**config.mk**
```make
export PLATFORM = sky130hd
export DESIGN_NAME = shadow_regfile_flat
export DESIGN_NICKNAME = d
export VERILOG_FILES = /design/src/rtl/shadow_regfile_if.sv /design/src/rtl/shadow_regfile.sv /design/src/flat_wrapper.sv
export SDC_FILE = /design/constraint.sdc
export NUM_CORES = 2
export LEC_CHECK = 0
export CAP_MARGIN = 20
export CORE_ASPECT_RATIO = 0.75
export CORE_MARGIN = 3
export CORE_UTILIZATION = 35
export CTS_BUF_LIST = sky130_fd_sc_hd__clkbuf_4 sky130_fd_sc_hd__clkbuf_8
export DETAILED_ROUTE_END_ITERATION = 8
export DONT_BUFFER_PORTS = 1
export HOLD_SLACK_MARGIN = 0.15
export PLACE_DENSITY_LB_ADDON = 0.15
export SLEW_MARGIN = 20
export SYNTH_ARGS = -nofsm -noshare
export SYNTH_HDL_FRONTEND = slang
export SYNTH_SLANG_ARGS = --single-unit
```
**constraint.sdc**
```tcl
create_clock -name clk -period 2.5 [get_ports clk]
set_input_delay 0.5 -clock clk [delete_from_list [all_inputs] [get_ports clk]]
set_output_delay 0.5 -clock clk [all_outputs]
set_load 0.005 [all_outputs]
```
**src/rtl/shadow_regfile_if.sv**
```systemverilog
// Bus bundle between decode/writeback and the shadow register file.
//   master : drives ucode_flag, commit, we, waddr, wdata, raddr; receives rdata, dirty, in_ucode
//   slave  : the register file side
interface shadow_regfile_if #(
    parameter int unsigned DATA_W = 32,
    parameter int unsigned ADDR_W = 4,
    parameter int unsigned NRD    = 3
);
    localparam int unsigned NREGS = 2 ** ADDR_W;

    logic                    ucode_flag;
    logic                    commit;
    logic                    we;
    logic [ADDR_W-1:0]       waddr;
    logic [DATA_W-1:0]       wdata;
    logic [NRD*ADDR_W-1:0]   raddr;
    logic [NRD*DATA_W-1:0]   rdata;
    logic [NREGS-1:0]        dirty;
    logic                    in_ucode;

    modport master (
        output ucode_flag, commit, we, waddr, wdata, raddr,
        input  rdata, dirty, in_ucode
    );

    modport slave (
        input  ucode_flag, commit, we, waddr, wdata, raddr,
        output rdata, dirty, in_ucode
    );
endinterface

```
**src/rtl/shadow_regfile.sv**
```systemverilog
// Architectural + shadow register file for microcode sequences.
// Entry into microcode snapshots arch into shadow on the detecting edge;
// exit optionally commits shadow back into arch. Reads are combinational.
//   clk, rst : clock, synchronous active-high reset
//   bus      : shadow_regfile_if slave (flag/commit/write/read ports, dirty mask, in_ucode)
module shadow_regfile #(
    parameter int unsigned DATA_W   = 32,
    parameter int unsigned ADDR_W   = 4,
    parameter int unsigned NRD      = 3,
    parameter bit          BYPASS   = 1'b0,
    parameter bit          ZERO_REG = 1'b0
) (
    input  logic               clk,
    input  logic               rst,
    shadow_regfile_if.slave    bus
);
    localparam int unsigned NREGS = 2 ** ADDR_W;

    logic [DATA_W-1:0]     arch_q   [NREGS];
    logic [DATA_W-1:0]     arch_d   [NREGS];
    logic [DATA_W-1:0]     shadow_q [NREGS];
    logic [DATA_W-1:0]     shadow_d [NREGS];
    logic [NREGS-1:0]      dirty_q;
    logic [NREGS-1:0]      dirty_d;
    logic                  flag_q;
    logic                  flag_d;

    logic                  entry_c;
    logic                  exit_c;
    logic                  wr_ok_c;
    logic [NRD*DATA_W-1:0] rdata_c;
    logic [ADDR_W-1:0]     ra;
    logic [DATA_W-1:0]     rd;

    // Transition detection uses the live flag against its registered copy.
    assign entry_c = bus.ucode_flag  & ~flag_q;
    assign exit_c  = ~bus.ucode_flag &  flag_q;
    assign wr_ok_c = bus.we & ~(ZERO_REG && (bus.waddr == '0));

    // Next-state: bulk copy first, then the same-edge write overrides its index.
    always_comb begin
        arch_d   = arch_q;
        shadow_d = shadow_q;
        dirty_d  = dirty_q;
        flag_d   = bus.ucode_flag;

        if (entry_c) begin
            for (int i = 0; i < NREGS; i++) begin
                shadow_d[i] = arch_q[i];
            end
            dirty_d = '0;
        end

        if (exit_c) begin
            if (bus.commit) begin
                for (int i = 0; i < NREGS; i++) begin
                    arch_d[i] = shadow_q[i];
                end
            end
            dirty_d = '0;
        end

        if (wr_ok_c) begin
            if (bus.ucode_flag) begin
                shadow_d[bus.waddr] = bus.wdata;
                dirty_d[bus.waddr]  = 1'b1;
            end else begin
                arch_d[bus.waddr] = bus.wdata;
            end
        end
    end

    // State registers.
    always_ff @(posedge clk) begin
        if (rst) begin
            flag_q  <= 1'b0;
            dirty_q <= '0;
            for (int i = 0; i < NREGS; i++) begin
                arch_q[i]   <= '0;
                shadow_q[i] <= '0;
            end
        end else begin
            flag_q  <= flag_d;
            dirty_q <= dirty_d;
            for (int i = 0; i < NREGS; i++) begin
                arch_q[i]   <= arch_d[i];
                shadow_q[i] <= shadow_d[i];
            end
        end
    end

    // Combinational read ports; zero register beats bypass, reset forces zero.
    always_comb begin
        rdata_c = '0;
        ra      = '0;
        rd      = '0;
        for (int k = 0; k < NRD; k++) begin
            ra = bus.raddr[k*ADDR_W +: ADDR_W];
            rd = bus.ucode_flag ? shadow_q[ra] : arch_q[ra];
            if (BYPASS && bus.we && (bus.waddr == ra)) begin
                rd = bus.wdata;
            end
            if (ZERO_REG && (ra == '0)) begin
                rd = '0;
            end
            if (rst) begin
                rd = '0;
            end
            rdata_c[k*DATA_W +: DATA_W] = rd;
        end
    end

    assign bus.rdata    = rdata_c;
    assign bus.dirty    = dirty_q;
    assign bus.in_ucode = flag_q;

endmodule

```
**src/flat_wrapper.sv**
```systemverilog
// flat-port wrapper written by rule: the top's interface ports become plain ports
module shadow_regfile_flat 
#(
    parameter int unsigned DATA_W   = 32,
    parameter int unsigned ADDR_W   = 4,
    parameter int unsigned NRD      = 3,
    parameter bit          BYPASS   = 1'b0,
    parameter bit          ZERO_REG = 1'b0
)
  (clk, rst, bus_ucode_flag, bus_commit, bus_we, bus_waddr, bus_wdata, bus_raddr, bus_rdata, bus_dirty, bus_in_ucode);
  shadow_regfile_if #(.DATA_W(DATA_W), .ADDR_W(ADDR_W), .NRD(NRD)) bus_i ();
  input  logic clk;
  input  logic rst;
  input wire logic [$bits(bus_i.ucode_flag)-1:0] bus_ucode_flag;
  input wire logic [$bits(bus_i.commit)-1:0] bus_commit;
  input wire logic [$bits(bus_i.we)-1:0] bus_we;
  input wire logic [$bits(bus_i.waddr)-1:0] bus_waddr;
  input wire logic [$bits(bus_i.wdata)-1:0] bus_wdata;
  input wire logic [$bits(bus_i.raddr)-1:0] bus_raddr;
  output wire logic [$bits(bus_i.rdata)-1:0] bus_rdata;
  output wire logic [$bits(bus_i.dirty)-1:0] bus_dirty;
  output wire logic [$bits(bus_i.in_ucode)-1:0] bus_in_ucode;
  assign bus_i.ucode_flag = bus_ucode_flag;
  assign bus_i.commit = bus_commit;
  assign bus_i.we = bus_we;
  assign bus_i.waddr = bus_waddr;
  assign bus_i.wdata = bus_wdata;
  assign bus_i.raddr = bus_raddr;
  assign bus_rdata = bus_i.rdata;
  assign bus_dirty = bus_i.dirty;
  assign bus_in_ucode = bus_i.in_ucode;
  shadow_regfile #(.DATA_W(DATA_W), .ADDR_W(ADDR_W), .NRD(NRD), .BYPASS(BYPASS), .ZERO_REG(ZERO_REG)) u_core (.clk(clk), .rst(rst), .bus(bus_i));
endmodule
```
# == After elaboration in Yosys (flattened, before gate mapping) ==
# Cells that the tools add are included.
# op_classes
order_cmp,7
n_mux,41
bitwise_logic,9
reduce_logical,2
# ops
op,count
two-way mux 512 bit,7
bitwise mux 512 bit,2
binary-select mux 32 bit (select 4 bit),6
two-way mux 32 bit,19
demux 32 bit (select 4 bit),1
two-way mux 16 bit,4
>= comparator 5 bit (second input constant),4
NOT 4 -> 5 bit,4
OR 16 bit,1
< comparator 4 x 5 -> 1 bit (second input constant),1
< comparator 5 x 1 -> 1 bit (second input constant),1
demux 1 bit (select 4 bit),1
>= comparator 4 x 1 -> 1 bit (second input constant),1
AND 1 bit,2
logical AND 1 bit,2
NOT 1 bit,2
two-way mux 1 bit,1
# word_totals
ff_bits,1041
input_bits,53
output_inout_bits,113

# == Longest topological paths before layout ==
# depth
depth_word,8
depth_mapped,9

# == Worst setup path after synthesis ==
# No wires, ideal clock.
# synth_path
path_kind,input -> output
from,input bus_raddr[8]
to,output bus_rdata[94]
arrival_time_ns,1.921
t_required_ns,2.000
setup_slack_ns,0.079
path_stages,7
n_path_buf,3
path_cell_list,buf_2 > buf_6 > buf_6 > mux4_2 > mux2_2 > o22ai_1 > nor2_1
# synth_between
elab_chain_cells,6
word_cells_on_any_way,9
classes_between,8 x mux; 1 x bitwise
# synth_rtl
element,line_no,rtl
from (decl),flat_wrapper.sv:19,input wire logic [$bits(bus_i.raddr)-1:0] bus_raddr;
NOT 4 -> 5 bit (not written as such) *,shadow_regfile.sv:99,rd = bus.ucode_flag ? shadow_q[ra] : arch_q[ra];
binary-select mux 32 bit (select 4 bit),shadow_regfile.sv:99,
two-way mux 32 bit (not written as such) (2 in a row),shadow_regfile.sv:99,
two-way mux 32 bit *,shadow_regfile.sv:99,
two-way mux 32 bit *,shadow_regfile.sv:106,if (rst) begin
to (decl),flat_wrapper.sv:20,output wire logic [$bits(bus_i.rdata)-1:0] bus_rdata;
# Mark *: on every way between the ends. The rest lies on a longest branch, timed or not. The select of a mux whose other input is x is not followed.

# == Final worst setup path ==
# layout_path
from,input bus_raddr[2]
to,output bus_rdata[31]
# The elaborated chain is that of the path after synthesis.

==> impl_metrics.tcl <==
set metrics [dict create \
    initial_core_util_pct 35.5 \
    rows 140 \
    synth_cell_types 38 \
    worst_pin_slew_ns 1.77 \
    synth.top_cells.by_area "dfxtp_1 (30%), mux4_2 (17%), a311oi_1 (13%), nand2_1 (11%), mux2i_1 (8.3%)" \
    ir_worst_vdd_mv 0.523 \
    met2_length_microns 156000 \
    slew_headroom_pct -17.9 \
    fill_cells 18800 \
    yosysTopAreaCell "dfxtp_1" \
    avgViaCountPerCell 6.65 \
    status "complete, but fails checks" \
    clock-root-buffer "clkbuf_8" \
    cp_max_fo 384 \
    dieArea_sq_um 203000 \
    area_delta_synth_final_pct 27.2 \
    drc 1 \
    synth_nets 8155 \
    post_drt_wl_per_cell_microns 32.2 \
    leakagePower_nw 31.8 \
    io_buffer_count 0 \
    grt_usage_pct 33.5 \
    wirelength_microns 361000 \
    hold_class "input pin to flip-flop" \
    ant_nets 0 \
    grt_overflow 0 \
    dieHeight_microns 391 \
    synth_edf_count 0 \
    cts_sinks 1041 \
    slowest_stage "mux4_2" \
    start_kind "input pin" \
    maxCapViolations 0 \
    violations "design-rule violations, max-slew violations, negative setup slack" \
    post-route-period-util_pct 143 \
    layout.nets 8485 \
    core_area_sq_um 195000 \
    htreeDepth 4 \
    wl_met1_microns 142000 \
    drt-pass1-iter-count 9 \
    fin_ws_ns -1.08 \
    crit_path_cell_trace "mux4_2, o22ai_1, a311o_1, nor3_2, buf_6, buf_6" \
    path_class "input pin to primary output" \
    synth_most_common_cell "nand2_1" \
    yosys.area.top_type_share_pct 30.1 \
    synth-main-ff-cell "dfxtp_1" \
    synth_warnings 0 \
    fin_skew_ns 0.0291 \
    path_clk_slew_ns 0.06 \
    max_stage_delay_ns 1.07 \
    fin_hold_ws_ns 0.165 \
    synth_cells 8102 \
    fin_cells 11200 \
    grt_pass1_wl_microns 509000 \
    grt_pass1_vias 70900 \
    path_common_cell "buf_6" \
    slew_viol_final 148 \
    ios 166 \
    placedCellCount 10200 \
    hold_violations 0 \
    seq_area_frac_synth_pct 30.1 \
    wl_met3_microns 40600 \
    ctsLongestPathBuffers 3 \
    fmax_ghz 0.279 \
    arrival_ns 3.08 \
    path_buf_inv 2 \
    gp_congestion 0.887 \
    ys_top_cells_by_count "nand2_1 (2,088), nor2_1 (1,060), dfxtp_1 (1,041)" \
    antenna_found_initial 10 \
    clk_latency_ns 0.96 \
    drive_gt1_share_pct 28.1 \
    p_per_area_nw_per_um2 470 \
    synth-seq-cells 1041 \
    endpoint_kind "primary output" \
    cts_tree "built" \
    synth_area_sq_um 69300 \
    die_w_microns 520 \
    async_reset_ff_share_pct 0 \
    num_vias 74600 \
    syn_area_per_cell_sq_um 8.56 \
    first_iter_violations 10200 \
    crit_family "multiplexers" \
    rsz0062_at_grt "true" \
    min_period_ns 3.58 \
    top_layer "met5" \
    dp_hpwl_microns 194000 \
    crit_required_ns 2.00 \
    setup_viol 99 \
    grt_max_degree 1138 \
    cts_buffers 192 \
]
cells by family after synthesis:
logic type / Yosys count / share of synthesized area, %
flip-flops: 1041 / 30.1
AND/OR/NAND/NOR: 3259 / 18.0
AO/OA/AOI/OAI: 1674 / 19.5
buffers and inverters: 976 / 6.39
multiplexers: 1152 / 26.1
through the flow:
| stage | util [%] | setup WS [ns] | cell area [sq um] | power, mW | setup TNS (ns) |
|---|---|---|---|---|---|
| 2_1_floorplan | - | 0.0788 | 69300 | 20.9 | 0 |
| 3_3_place_gp | 37.8 | -0.804 | 73900 | 21.8 | -17.36 |
| 3_5_place_dp | 37.8 | -0.765 | 73900 | 21.9 | -17.21 |
| 4_1_cts | 44.4 | -0.749 | 86700 | 40.8 | -54.55 |
| 5_1_grt | 45.1 | -0.693 | 88200 | 42.4 | -50.01 |
| 6_report | 45.1 | -1.08 | 88200 | 41.5 | -49.56 |
final timing paths:
path / start / endpoint / slack, ns / depth (start not counted)
worst max-delay path: bus_raddr[2] / bus_rdata[31] / -1.08 / 6
worst min-delay path: rst / u_core.shadow_q[348] / 0.17 / 2
worst max register to register: u_core.bus.in_ucode / u_core.shadow_q[408] / 0.10 / 6
worst min register to register: u_core.shadow_q[31] / u_core.arch_q[31] / 0.49 / 2
repair_timing:
| action | in CTS | in global routing |
|---|---|---|
| hold buffers | 529 | 30 |
| pin swaps | 143 | 115 |
| gates cloned | 0 | 11 |
| endpoints found under the setup margin | 96 | 451 |
| gates resized for setup | 958 | 230 |
| endpoints found under the hold margin | 1041 | 463 |
| setup buffers | 125 | 24 |
sequential cells by signal, summed over array words and instances, names as in the netlist:
register,flops
u_core.bus.in_ucode,1
u_core.shadow_q,512
u_core.bus.dirty,16
u_core.arch_q,512
cell type report:
type	instances	area, sq um	area share (%)
Multi-Input combinational cell	6085	46000	52.1
Sequential cell	1041	22000	25.0
Timing Repair Buffer	1112	12800	14.5
Clock buffer	314	3890	4.41
Tap cell	2627	3290	3.73
Clock inverter	31	241	0.274
Antenna cell	11	27.5	0.0312
worst register-to-register path, delay by kind of cell (launching register included):
family / cells / cell delay [ns]
AOI/OAI and AO/OA: 1 / 0.33
buffers and inverters: 3 / 1.27
and+or+nand+nor: 2 / 0.35
DFF: 1 / 0.38
cells in the final DEF, fill, tap and decap left out, types with 32 or more instances in the layout:
master,instances
a211o_1,32
a21oi_1,141
a22oi_1,250
a311o_1,63
a311oi_1,1024
buf_12,195
buf_4,289
buf_6,83
clkbuf_4,69
clkbuf_8,245
dfxtp_1,383
dfxtp_2,516
dfxtp_4,142
dlygate4sd3_1,524
mux2_4,42
mux2i_1,551
mux4_2,516
nand2_1,2064
nor2_1,1030
nor3_4,38
o22ai_1,98
o22ai_2,41
where the power goes:
group	leakage, nW	internal (mW)	switching [mW]
sequential	8.78	16.7	0.322
clock	2.22	10.0	8.38
combinational	20.8	2.53	3.53
layer usage:
layer,vias up,GRT usage (%)
li1,30900,-
met1,37400,43.8
met2,5109,50.8
met3,1161,8.58
met4,6,17.6
met5,-,0
Power figures use the tool's default switching activity.
